[config.mk]
export PLATFORM = sky130hd
export DESIGN_NAME = adder32
export DESIGN_NICKNAME = d
export VERILOG_FILES = /design/src/rtl/adder32_pkg.sv /design/src/rtl/adder32_comb.sv /design/src/rtl/adder32.sv
export SDC_FILE = /design/constraint.sdc
export NUM_CORES = 1
export LEC_CHECK = 0
export CAP_MARGIN = 0
export CELL_PAD_IN_SITES_DETAIL_PLACEMENT = 1
export CELL_PAD_IN_SITES_GLOBAL_PLACEMENT = 1
export CORE_MARGIN = 8
export CORE_UTILIZATION = 34
export DETAILED_ROUTE_END_ITERATION = 8
export HOLD_SLACK_MARGIN = 0.08
export MAX_ROUTING_LAYER = met4
export PLACE_DENSITY_LB_ADDON = 0.12
export SKIP_CTS_REPAIR_TIMING = 1
export SYNTH_ARGS = -nofsm -noshare
export SYNTH_HDL_FRONTEND = slang
export SYNTH_SLANG_ARGS = --single-unit
export TNS_END_PERCENT = 1
[constraint.sdc]
create_clock -name clk -period 1.3 [get_ports clk]
set_input_delay 0.195 -clock clk [delete_from_list [all_inputs] [get_ports clk]]
set_output_delay 0.195 -clock clk [all_outputs]
set_load 0.02 [all_outputs]
[src/rtl/adder32_pkg.sv]
// -----------------------------------------------------------------------------
// adder32_pkg
// Shared definitions for the registered 32-bit adder: operand width, word type,
// the status-flag record and the helper that derives the flags from a
// WIDTH+1-bit sum.
// Optional feature macro: ADDER32_FLAGS_EN (flags are only consumed when set).
// -----------------------------------------------------------------------------
package adder32_pkg;

   localparam int ADDER32_WIDTH = 32;

   typedef logic [ADDER32_WIDTH-1:0] word_t;

   typedef struct packed {
      logic carry;
      logic overflow;
      logic zero;
   } flags_t;

   localparam flags_t FLAGS_RESET = '{carry: 1'b0, overflow: 1'b0, zero: 1'b0};

   // Flags of a + b given the carry-extended sum.
   // Signed overflow: operands share a sign that the result does not.
   function automatic flags_t calc_flags(input word_t a,
                                         input word_t b,
                                         input logic [ADDER32_WIDTH:0] sum_ext);
      flags_t f;
      f.carry    = sum_ext[ADDER32_WIDTH];
      f.overflow = (a[ADDER32_WIDTH-1] == b[ADDER32_WIDTH-1]) &&
                   (sum_ext[ADDER32_WIDTH-1] != a[ADDER32_WIDTH-1]);
      f.zero     = (sum_ext[ADDER32_WIDTH-1:0] == {ADDER32_WIDTH{1'b0}});
      return f;
   endfunction

endpackage

[src/rtl/adder32_comb.sv]
// -----------------------------------------------------------------------------
// adder32_comb
// Purely combinational modulo-2^32 sum of two words. With ADDER32_FLAGS_EN the
// sum is formed at WIDTH+1 bits and carry/overflow/zero are derived from it.
// Ports:
//   a, b   in   word_t   operands
//   sum    out  word_t   (a + b) mod 2^32
//   flags  out  flags_t  carry/overflow/zero (only with ADDER32_FLAGS_EN)
// -----------------------------------------------------------------------------
module adder32_comb
   import adder32_pkg::*;
(
   input  word_t  a,
   input  word_t  b,
   output word_t  sum
`ifdef ADDER32_FLAGS_EN
   ,
   output flags_t flags
`endif
);

`ifdef ADDER32_FLAGS_EN
   logic [ADDER32_WIDTH:0] sum_ext_s;

   // Carry-extended sum and the flags derived from it.
   always_comb begin
      sum_ext_s = {1'b0, a} + {1'b0, b};
      sum       = sum_ext_s[ADDER32_WIDTH-1:0];
      flags     = calc_flags(a, b, sum_ext_s);
   end
`else
   // Plain wrapping sum; the carry-out has no consumer without flags.
   always_comb begin
      sum = a + b;
   end
`endif

endmodule

[src/rtl/adder32.sv]
// -----------------------------------------------------------------------------
// adder32
// Registered 32-bit two's-complement adder, one-cycle latency, one operation
// per cycle, no back-pressure. Result (and optional flags) load only when
// in_valid is high and otherwise hold, so operand values while idle never
// reach the output.
// Optional feature macro: ADDER32_FLAGS_EN adds carry/overflow/zero outputs.
// Ports:
//   clk        in   1      rising-edge clock
//   rst        in   1      asynchronous active-high reset
//   in_valid   in   1      new operation on in1/in2 this cycle
//   in1, in2   in   WIDTH  operands
//   out        out  WIDTH  registered sum mod 2^WIDTH
//   out_valid  out  1      one-cycle pulse per new sum
//   carry      out  1      unsigned carry-out   (ADDER32_FLAGS_EN)
//   overflow   out  1      signed overflow      (ADDER32_FLAGS_EN)
//   zero       out  1      sum equals zero      (ADDER32_FLAGS_EN)
// -----------------------------------------------------------------------------
module adder32
   import adder32_pkg::*;
#(
   parameter int WIDTH = ADDER32_WIDTH
)
(
   input  logic             clk,
   input  logic             rst,
   input  logic             in_valid,
   input  logic [WIDTH-1:0] in1,
   input  logic [WIDTH-1:0] in2,
   output logic [WIDTH-1:0] out,
   output logic             out_valid
`ifdef ADDER32_FLAGS_EN
   ,
   output logic             carry,
   output logic             overflow,
   output logic             zero
`endif
);

   word_t sum_s;
   word_t out_q;
   word_t out_d;
   logic  out_valid_q;
   logic  out_valid_d;

`ifdef ADDER32_FLAGS_EN
   flags_t flags_s;
   flags_t flags_q;
   flags_t flags_d;

   adder32_comb u_comb (
      .a     (in1),
      .b     (in2),
      .sum   (sum_s),
      .flags (flags_s)
   );

   // Next-state for result, flags and valid: load on in_valid, else hold.
   always_comb begin
      out_d       = out_q;
      flags_d     = flags_q;
      out_valid_d = 1'b0;
      if (in_valid) begin
         out_d       = sum_s;
         flags_d     = flags_s;
         out_valid_d = 1'b1;
      end else begin
         out_d       = out_q;
         flags_d     = flags_q;
         out_valid_d = 1'b0;
      end
   end

   // Output registers; reset clears everything and takes priority over in_valid.
   always_ff @(posedge clk or posedge rst) begin
      if (rst) begin
         out_q       <= {ADDER32_WIDTH{1'b0}};
         flags_q     <= FLAGS_RESET;
         out_valid_q <= 1'b0;
      end else begin
         out_q       <= out_d;
         flags_q     <= flags_d;
         out_valid_q <= out_valid_d;
      end
   end

   assign carry    = flags_q.carry;
   assign overflow = flags_q.overflow;
   assign zero     = flags_q.zero;
`else
   adder32_comb u_comb (
      .a   (in1),
      .b   (in2),
      .sum (sum_s)
   );

   // Next-state for result and valid: load on in_valid, else hold.
   always_comb begin
      out_d       = out_q;
      out_valid_d = 1'b0;
      if (in_valid) begin
         out_d       = sum_s;
         out_valid_d = 1'b1;
      end else begin
         out_d       = out_q;
         out_valid_d = 1'b0;
      end
   end

   // Output registers; reset clears everything and takes priority over in_valid.
   always_ff @(posedge clk or posedge rst) begin
      if (rst) begin
         out_q       <= {ADDER32_WIDTH{1'b0}};
         out_valid_q <= 1'b0;
      end else begin
         out_q       <= out_d;
         out_valid_q <= out_valid_d;
      end
   end
`endif

   assign out       = out_q;
   assign out_valid = out_valid_q;

endmodule

==> results of run 1 <==
-- power by group through the flow --
stage          sequential [W]  combinational [W]  clock, W
2_1_floorplan         0.00170            0.00101         0
3_3_place_gp          0.00141            0.00266         0
3_5_place_dp          0.00142            0.00274         0
4_1_cts               0.00141            0.00276   0.00108
5_1_grt               0.00144            0.00345   0.00110
6_report              0.00142            0.00325   0.00105
-- final cells by class --
class                           count  area (µm²)
Timing Repair Buffer              220        2030
Sequential cell                    33         826
Fill cell                         930        2900
Clock buffer                        5        68.8
Inverter                            9        33.8
Multi-Input combinational cell    286        2600
Clock inverter                      3        46.3
Tap cell                          108         135
-- worst min path at each step --
stage,endpoint,slack (ps),from,cells past startpoint
3_3_place_gp,out[24],470,out[24],2
4_1_cts,out[3],250,rst,3
6_report,out[4],250,rst,3
5_1_grt,out[0],260,in1[0],3
2_1_floorplan,out_valid,230,in_valid,0
3_5_place_dp,out[24],480,out[24],2
-- Yosys cell counts (8+ instances only) --
cell type	n	area, µm²
a21oi_1	35	175
dfrtp_1	33	826
nor2_1	32	120
ha_1	31	388
nand2_1	27	101
mux2_2	23	259
o21ai_0	17	85.1
xnor2_1	15	131
nand3_1	12	60.1
clkbuf_1	10	37.5
o211ai_1	9	67.6
xor2_1	8	70.1
-- state kept, by name, indices dropped and copies added (netlist names) --
signal / count
out: 32
out_valid: 1
-- critical path: stages --
cell and delay [ps]:
buf_6 100, ha_4 160, fa_2 360, a21o_4 230, a31o_4 250, a31oi_4 250, buf_4 170, nor3_1 60
nor2_1 250, xnor2_1 140, mux2_2 280
-- cell families (layout without fill, tap and decap cells) --
kind of cell,count (synthesis),in the layout
and+or+nand+nor,98,98
buffers and inverters,19,237
DFF,33,33
adders and majority gates,32,32
muxes,23,23
AOI/OAI and AO/OA,110,110
xor gates and xnor gates,23,23
-- layer usage --
layer	up-vias	track usage	part of all wire
li1	1699	-	-
met1	1851	0.216	0.37
met2	115	0.353	0.55
met3	47	0.0410	0.050
met4	0	0.0482	0.033
met5	-	-	0
-- layout by cell type, fill, tap and decap left out, types with 4 or more instances in the layout --
master           netlist  routed
buf_4                  0     116
clkdlybuf4s50_1        0      55
dlymetal6s2s_1         0      41
dfrtp_1               33      33
nor2_1                32      30
a21oi_1               35      26
nand2_1               27      24
mux2_2                23      21
ha_4                   0      21
xnor2_1               15      15
o21ai_0               17      10
nand3_1               12      10
o211ai_1               9       9
ha_1                  31       9
xor2_1                 8       8
a21o_1                 7       7
inv_1                  7       7
nand4_1                7       7
buf_6                  0       6
a21oi_4                0       5
o21ai_1                4       5
clkbuf_8               0       5
a211oi_2               0       4
nor3_1                 4       4
a21oi_2                0       4
nand2b_1               4       4
-- through the flow --
stage	instances	setup slack, ps	setup TNS, ps	hold WS (ps)
final	664	-959	-24160	253
after detailed placement	638	-1460	-36980	483
after global placement	638	-1370	-34620	473
after global routing	664	-1010	-27070	264
after floorplan	338	-807	-16520	226
after CTS	646	-1140	-33600	249
==> run metrics, run 1 <==
maxcap violations=0; reg2reg setup slack=330 ps; full die area=about 12000 µm²; YS warnings=0; Area growth syn-to-layout=91.6%; die width=about 110 µm; Yosys cell types=between 40 and 50; Post-Synth XOR/XNOR Area=0.0673; CP arrival=2450 ps; drt wl/cell=22.7 µm; clock root buffer=clkbuf_8; RSZ-0062 raised after global routing=yes; CTS tree=built; first-pass GRT wire length=18.3 mm; r2r worst-path depth=2; # diodes=0; Layout Utilization=0.664; FFs w/ async S/R, synth=1.00; leakage=roughly 2.8 nW; IO Port Bufs=99; Clock power frac=0.184; Core Footprint=8640 µm²; CTS buffer count=5; largest net degree at the start of global routing=34; CTS Buffer Depth=2; Least-Margin Pin Slew=468 ps; Critical Path Start Type=input pin; WL final=15.1 mm; Reg-to-Reg End=out[27]; # rows=34; sequential area share after synthesis=0.276; H-tree Lvls=2; CP endpoint=out[14]; Avg Inst Size Synth=between 8 and 9 µm²; Synth Area in Compound Gates=0.259; max-slew violation count=0; RR Startpoint=out[27]; Starting Density=0.347; Sw Pwr=0.00220 W; initial DRC count=~140; final setup vio count=61; fraction of layout cells with a size suffix above 1=0.394; initial antenna violation count=0; ANT nets after route=0; Syn Inst Count=about 340; data required time of the worst path=1490 ps; Clock transition at path regs=80 ps; Pint=0.00353 W; Setup WS post-layout=-959 ps; Power Density=999 nW/µm²; Comb pwr share=0.568; first-pass detailed-route iteration total=4; Total Power=about 0.0057 W; vias per inst=5.59; post-route design area=around 5700 µm²; Vias=about 3700; final hold violations=0; Hold WC Path Type=in -> async; failing checks=setup timing; NumNets Final=654; remaining global-route overflow=0; Die H=110 µm; maximum fanout along the worst path=4; post-layout minimum cycle time=2260 ps; CP Class=in -> reg; area share of fa/ha/maj cells after synthesis=0.136; Post-synth EDFFs=0; worst skew pair latency=300 ps; # DRC=0; syn nets=about 440; Slew headroom=0.686; register bit total from synthesis=33; f_max=443 MHz; mux contribution to synthesized area=0.0865; CP endpoint kind=flop; Placer Congestion=0.800; largest family of logic cells by synthesized area=compound AO/OA/AOI/OAI gates; register share of total power=0.248; placed inst area=between 4000 and 5000 µm²; vias in the first global route=3845; IO Pins=100; crit path from=in2[0]; main flop type after synthesis=dfrtp_1; fin crit share=1.74; Switching Share=0.385; Total GRT Usage=0.197; Sink Count=33; status=finished with violations; Post-Synth Simple-Gate Area=0.151; Max VDD drop=0.699 mV; cell area after synthesis=2990 µm²; DP HPWL=9.40 mm; Setup Skew=0 ps
No activity file was read; power rests on OpenSTA's default activity.
==> inputs of run 2 (changes only) <==
Settings changed: PLACE_DENSITY_LB_ADDON 0.12 to 0.1.
==> run 2 against run 1 <==
Effect of this change: worst hold slack got worse by 11 ps; power decreased by 0.97%; critical endpoint is now out[24]; sequential cell count unchanged; design area increased by 1.5%; clock power about the same; the run still ends with setup timing left; combinational power decreased by 2%; utilization increased by 1.0 points; via count decreased by 1.5%; clock skew unchanged; die area unchanged; routed wire length decreased by 2.9%; final cell count decreased by 0.45%.
==> run metrics, run 2 (synthesis results as in run 1) <==
CP Class=in -> reg (unchanged); # rows=34 (unchanged); NumNets Final=651 (was 654); Setup Skew=0 ps (unchanged); WL final=14.7 mm (was 15.1 mm); Sink Count=33 (unchanged); Hold WC Path Type=in -> reg (was in -> async); Vias=3656 (was 3712); Slew headroom=0.682 (was 0.686); total area of sequential cells=826 µm² (unchanged); worst skew pair latency=300 ps (about the same); Power Density=975 nW/µm² (was 999 nW/µm²); vias per inst=5.53 (was 5.59); ANT nets after route=0 (unchanged); pre-CTS WS=-1420 ps (was -1460 ps); maxcap violations=0 (unchanged); CP endpoint kind=flop (unchanged); Max VDD drop=0.719 mV (was 0.699 mV); Layout Utilization=0.674 (was 0.664); CP arrival=2390 ps (was 2450 ps); maximum fanout along the worst path=4 (unchanged); Hold WS=242 ps (was 253 ps); most frequent cells in the layout=buf_4, dlymetal6s2s_1, dfrtp_1 (was buf_4, clkdlybuf4s50_1, dlymetal6s2s_1); max-slew violation count=0 (unchanged); final setup vio count=28 (was 61); Cells after DPL=641 (was 638); drt wl/cell=22.2 µm (was 22.7 µm); largest net degree at the start of global routing=44 (was 34); failing checks=setup timing (unchanged); # DRC=0 (unchanged); full die area=12100 µm² (unchanged); Total GRT Usage=0.192 (was 0.197); final hold violations=0 (unchanged); Cell Count, Final, Fillers Out=661 (was 664); CTS tree=built (unchanged); f_max=465 MHz (was 443 MHz); Setup TNS=-18190 ps (was -24160 ps); first-pass GRT wire length=18.0 mm (was 18.3 mm); Placer Congestion=0.803 (was 0.800); die width=110 µm (unchanged); Clock transition at path regs=90 ps (was 80 ps); IO Pins=100 (unchanged); Starting Density=0.347 (unchanged); RR Startpoint=out[27] (unchanged); RSZ-0062 raised after global routing=yes (unchanged); first-pass detailed-route iteration total=4 (unchanged); Die H=110 µm (unchanged); status=finished with violations (unchanged); vias in the first global route=3917 (was 3845); IO Port Bufs=99 (unchanged); Setup WS post-layout=-849 ps (was -959 ps); Critical Path Start Type=input pin (unchanged); initial DRC count=105 (was 142); clock root buffer=clkbuf_8 (unchanged); Area growth syn-to-layout=94.5% (was 91.6%); most common cell after layout, fill and taps aside=buf_4 (unchanged); crit path from=in2[8] (was in2[0]); CTS buffer count=5 (unchanged); CTS Buffer Depth=2 (unchanged); Hold Startpoint=in1[0]; # diodes=0 (unchanged); fraction of layout cells with a size suffix above 1=0.416 (was 0.394); DP HPWL=9.01 mm (was 9.40 mm); data required time of the worst path=1540 ps (was 1490 ps); Largest register FFs=32 (unchanged); Core Footprint=8640 µm² (unchanged); area of the multi-input gates=2620 µm² (was 2600 µm²); Layout fillers=920 (was 930); Least-Margin Pin Slew=474 ps (was 468 ps); post-layout minimum cycle time=2150 ps (was 2260 ps); H-tree Lvls=2 (unchanged); initial antenna violation count=0 (unchanged); fin crit share=1.65 (was 1.74); remaining global-route overflow=0 (unchanged); leakage=3.04 nW (was 2.76 nW)
## run 2: critical path, stage by stage
cell and delay (ps):
dlymetal6s2s_1 160, ha_4 300, buf_4 130, nand3_2 120, buf_4 160, nor3_1 360
nand3_1 220, nand3_2 170, o21ai_1 80, buf_4 160, a211o_1 250, nand3_1 80
## run 2: worst paths after layout
check	end	slack, ps	depth (start not counted)
setup reg to reg	out[27]	350	2
hold reg to reg	out[28]	500	2
hold / removal	out[0]	240	3
max in group asynchronous	out[19]	800	3
min in group asynchronous	out[7]	280	3
setup / recovery	out[24]	-850	12
## run 2: final cells by class
type	count	share of cell area
Clock inverter	3	0.00795
Sequential cell	33	0.142
Tap cell	108	0.0232
Multi-Input combinational cell	286	0.450
Clock buffer	5	0.0118
Timing Repair Buffer	217	0.359
Inverter	9	0.00580
## run 2: through the flow
stage               power [W]  instance area, µm²
finish                0.00567                5820
global route          0.00591                5820
CTS                   0.00524                5030
detailed placement    0.00418                4910
global placement      0.00409                4910
floorplan             0.00271                3010
## run 2: per-layer routing
metal,vias up,routed length (µm),track usage,share of wire
met3,43,636,0.0393,0.043
met4,0,454,0.0598,0.031
met5,-,0,-,0
met1,1812,5580,0.202,0.38
li1,1683,-,-,-
met2,118,7980,0.350,0.54
## run 2: where the power goes
group	switching [W]	total [W]	internal [W]
clock network	0.000488	0.00106	0.000575
logic	0.00156	0.00320	0.00165
registers	0.000142	0.00141	0.00127
total	0.00219	0.00567	0.00349
==> inputs of run 3 (changes only) <==
Settings changed: CORE_UTILIZATION 34 to 24.
==> run 3 against run 2 <==
Effect of this change: the run still ends with setup timing left; routed wire length down 15%; maximum frequency increased by 2.3%; via count down 4.7%; utilization is 18 points lower; critical endpoint is now out[18]; clock skew did not move; worst hold slack better by 4.8 ps; die area is 35% higher; global-route usage decreased by 4.3 points; sequential share of layout area fell by 0.33 points.
==> run metrics, run 3 (synthesis results as in run 1) <==
first-pass detailed-route iteration total=4 (unchanged); drt wl/cell=17.3 µm (was 22.2 µm); H-tree Lvls=2 (unchanged); Slew headroom=0.788 (was 0.682); Largest register FFs=32 (unchanged); CP Class=in -> reg (unchanged); vias per inst=4.81 (was 5.53); CTS Buffer Depth=2 (unchanged); CP endpoint kind=flop (unchanged); post-route design area=5960 µm² (was 5820 µm²); maxcap violations=0 (unchanged); max-slew violation count=0 (unchanged); Sw Pwr=0.00208 W (was 0.00219 W); Power Density=955 nW/µm² (was 975 nW/µm²); final setup vio count=28 (unchanged); Vias=3485 (was 3656); Hold WC Path Type=in -> reg (unchanged); # diodes=0 (unchanged); CTS buffer count=5 (unchanged); post-layout minimum cycle time=2100 ps (was 2150 ps); fin crit share=1.62 (was 1.65); Least-Margin Pin Slew=315 ps (was 474 ps); vias in the first global route=3845 (was 3917); ANT nets after route=0 (unchanged); Area growth syn-to-layout=99.2% (was 94.5%); leakage=3.09 nW (was 3.04 nW); most frequent cells in the layout=buf_4, dlymetal6s2s_1, dfrtp_1 (unchanged); Layout Utilization=0.492 (was 0.674); Comb pwr share=0.538 (was 0.565); Layout fillers=1369 (was 920); failing checks=setup timing (unchanged); fraction of layout cells with a size suffix above 1=0.406 (was 0.416); f_max=476 MHz (was 465 MHz); worst skew pair latency=290 ps (was 300 ps); Pint=0.00361 W (was 0.00349 W); Die H=128 µm (was 110 µm); remaining global-route overflow=0 (unchanged); first-pass GRT wire length=18.9 mm (was 18.0 mm); most common cell after layout, fill and taps aside=buf_4 (unchanged); RSZ-0062 raised after global routing=yes (unchanged); register share of total power=0.247 (was 0.248); DP HPWL=9.50 mm (was 9.01 mm); status=finished with violations (unchanged); Clock transition at path regs=60 ps (was 90 ps); Placer Congestion=0.766 (was 0.803); IO Port Bufs=99 (unchanged); NumNets Final=654 (was 651); WL final=12.5 mm (was 14.7 mm); Setup TNS=-15730 ps (was -18190 ps); clock root buffer=clkbuf_16 (was clkbuf_8); Total GRT Usage=0.149 (was 0.192); initial DRC count=83 (was 105); Core Footprint=12100 µm² (was 8640 µm²); Clock power frac=0.215 (was 0.187); CP arrival=2280 ps (was 2390 ps); Switching Share=0.366 (was 0.385); placed inst area=4990 µm² (was 4910 µm²); final hold violations=0 (unchanged); largest net degree at the start of global routing=34 (was 44); Total Power=0.00569 W (was 0.00567 W); maximum fanout along the worst path=4 (unchanged); # DRC=0 (unchanged); initial antenna violation count=0 (unchanged); full die area=16300 µm² (was 12100 µm²); # rows=40 (was 34); Max VDD drop=0.655 mV (was 0.719 mV); Sink Count=33 (unchanged); Starting Density=0.247 (was 0.347); pre-CTS WS=-1440 ps (was -1420 ps); Critical Path Start Type=input pin (unchanged); CTS tree=built (unchanged); IO Pins=100 (unchanged); die width=128 µm (was 110 µm); Setup WS post-layout=-801 ps (was -849 ps); Setup Skew=0 ps (unchanged); data required time of the worst path=1480 ps (was 1540 ps)
## run 3: critical path, stage by stage
cell	delay, ps
buf_6	100
ha_4	150
fa_2	350
a21o_4	240
a31o_4	250
a31oi_4	230
o41ai_4	120
buf_4	170
buf_6	110
xor2_1	130
mux2_4	250
## run 3: layer usage
metal | GRT usage | vias to the layer above | part of all wire
met3 | 0.0399 | 10 | 0.044
met4 | 0.0378 | 0 | 0.0093
met2 | 0.253 | 70 | 0.51
li1 | - | 1694 | -
met5 | - | - | 0
met1 | 0.171 | 1711 | 0.44
## run 3: final timing paths
| check | slack (ps) | cells after the start | end | startpoint |
|---|---|---|---|---|
| hold / removal | 250 | 3 | out[0] | in1[0] |
| hold reg to reg | 500 | 1 | out[1] | out[1] |
| max in group asynchronous | 840 | 3 | out[19] | rst |
| setup reg to reg | 340 | 2 | out[27] | out[27] |
| min in group asynchronous | 260 | 3 | out[1] | rst |
| setup / recovery | -800 | 11 | out[18] | in2[0] |
## run 3: final cells by class
cell class	instances	area, µm²	area share
Clock inverter	2	10.0	0.00168
Clock buffer	6	129	0.0216
Multi-Input combinational cell	286	2630	0.441
Sequential cell	33	826	0.139
Timing Repair Buffer	220	2120	0.356
Inverter	9	33.8	0.00567
Tap cell	168	210	0.0353
## run 3: power groups by stage
stage | clock network (W) | registers (W) | logic, W
floorplan | 0 | 0.00170 | 0.00101
global placement | 0 | 0.00142 | 0.00273
detailed placement | 0 | 0.00143 | 0.00276
CTS | 0.00127 | 0.00142 | 0.00278
global route | 0.00130 | 0.00143 | 0.00331
finish | 0.00122 | 0.00141 | 0.00306
## run 3: per-stage QoR
stage	hold WS, ps	instances
final	247	724
after global placement	492	702
after CTS	269	710
after floorplan	226	338
after detailed placement	495	702
after global routing	251	724
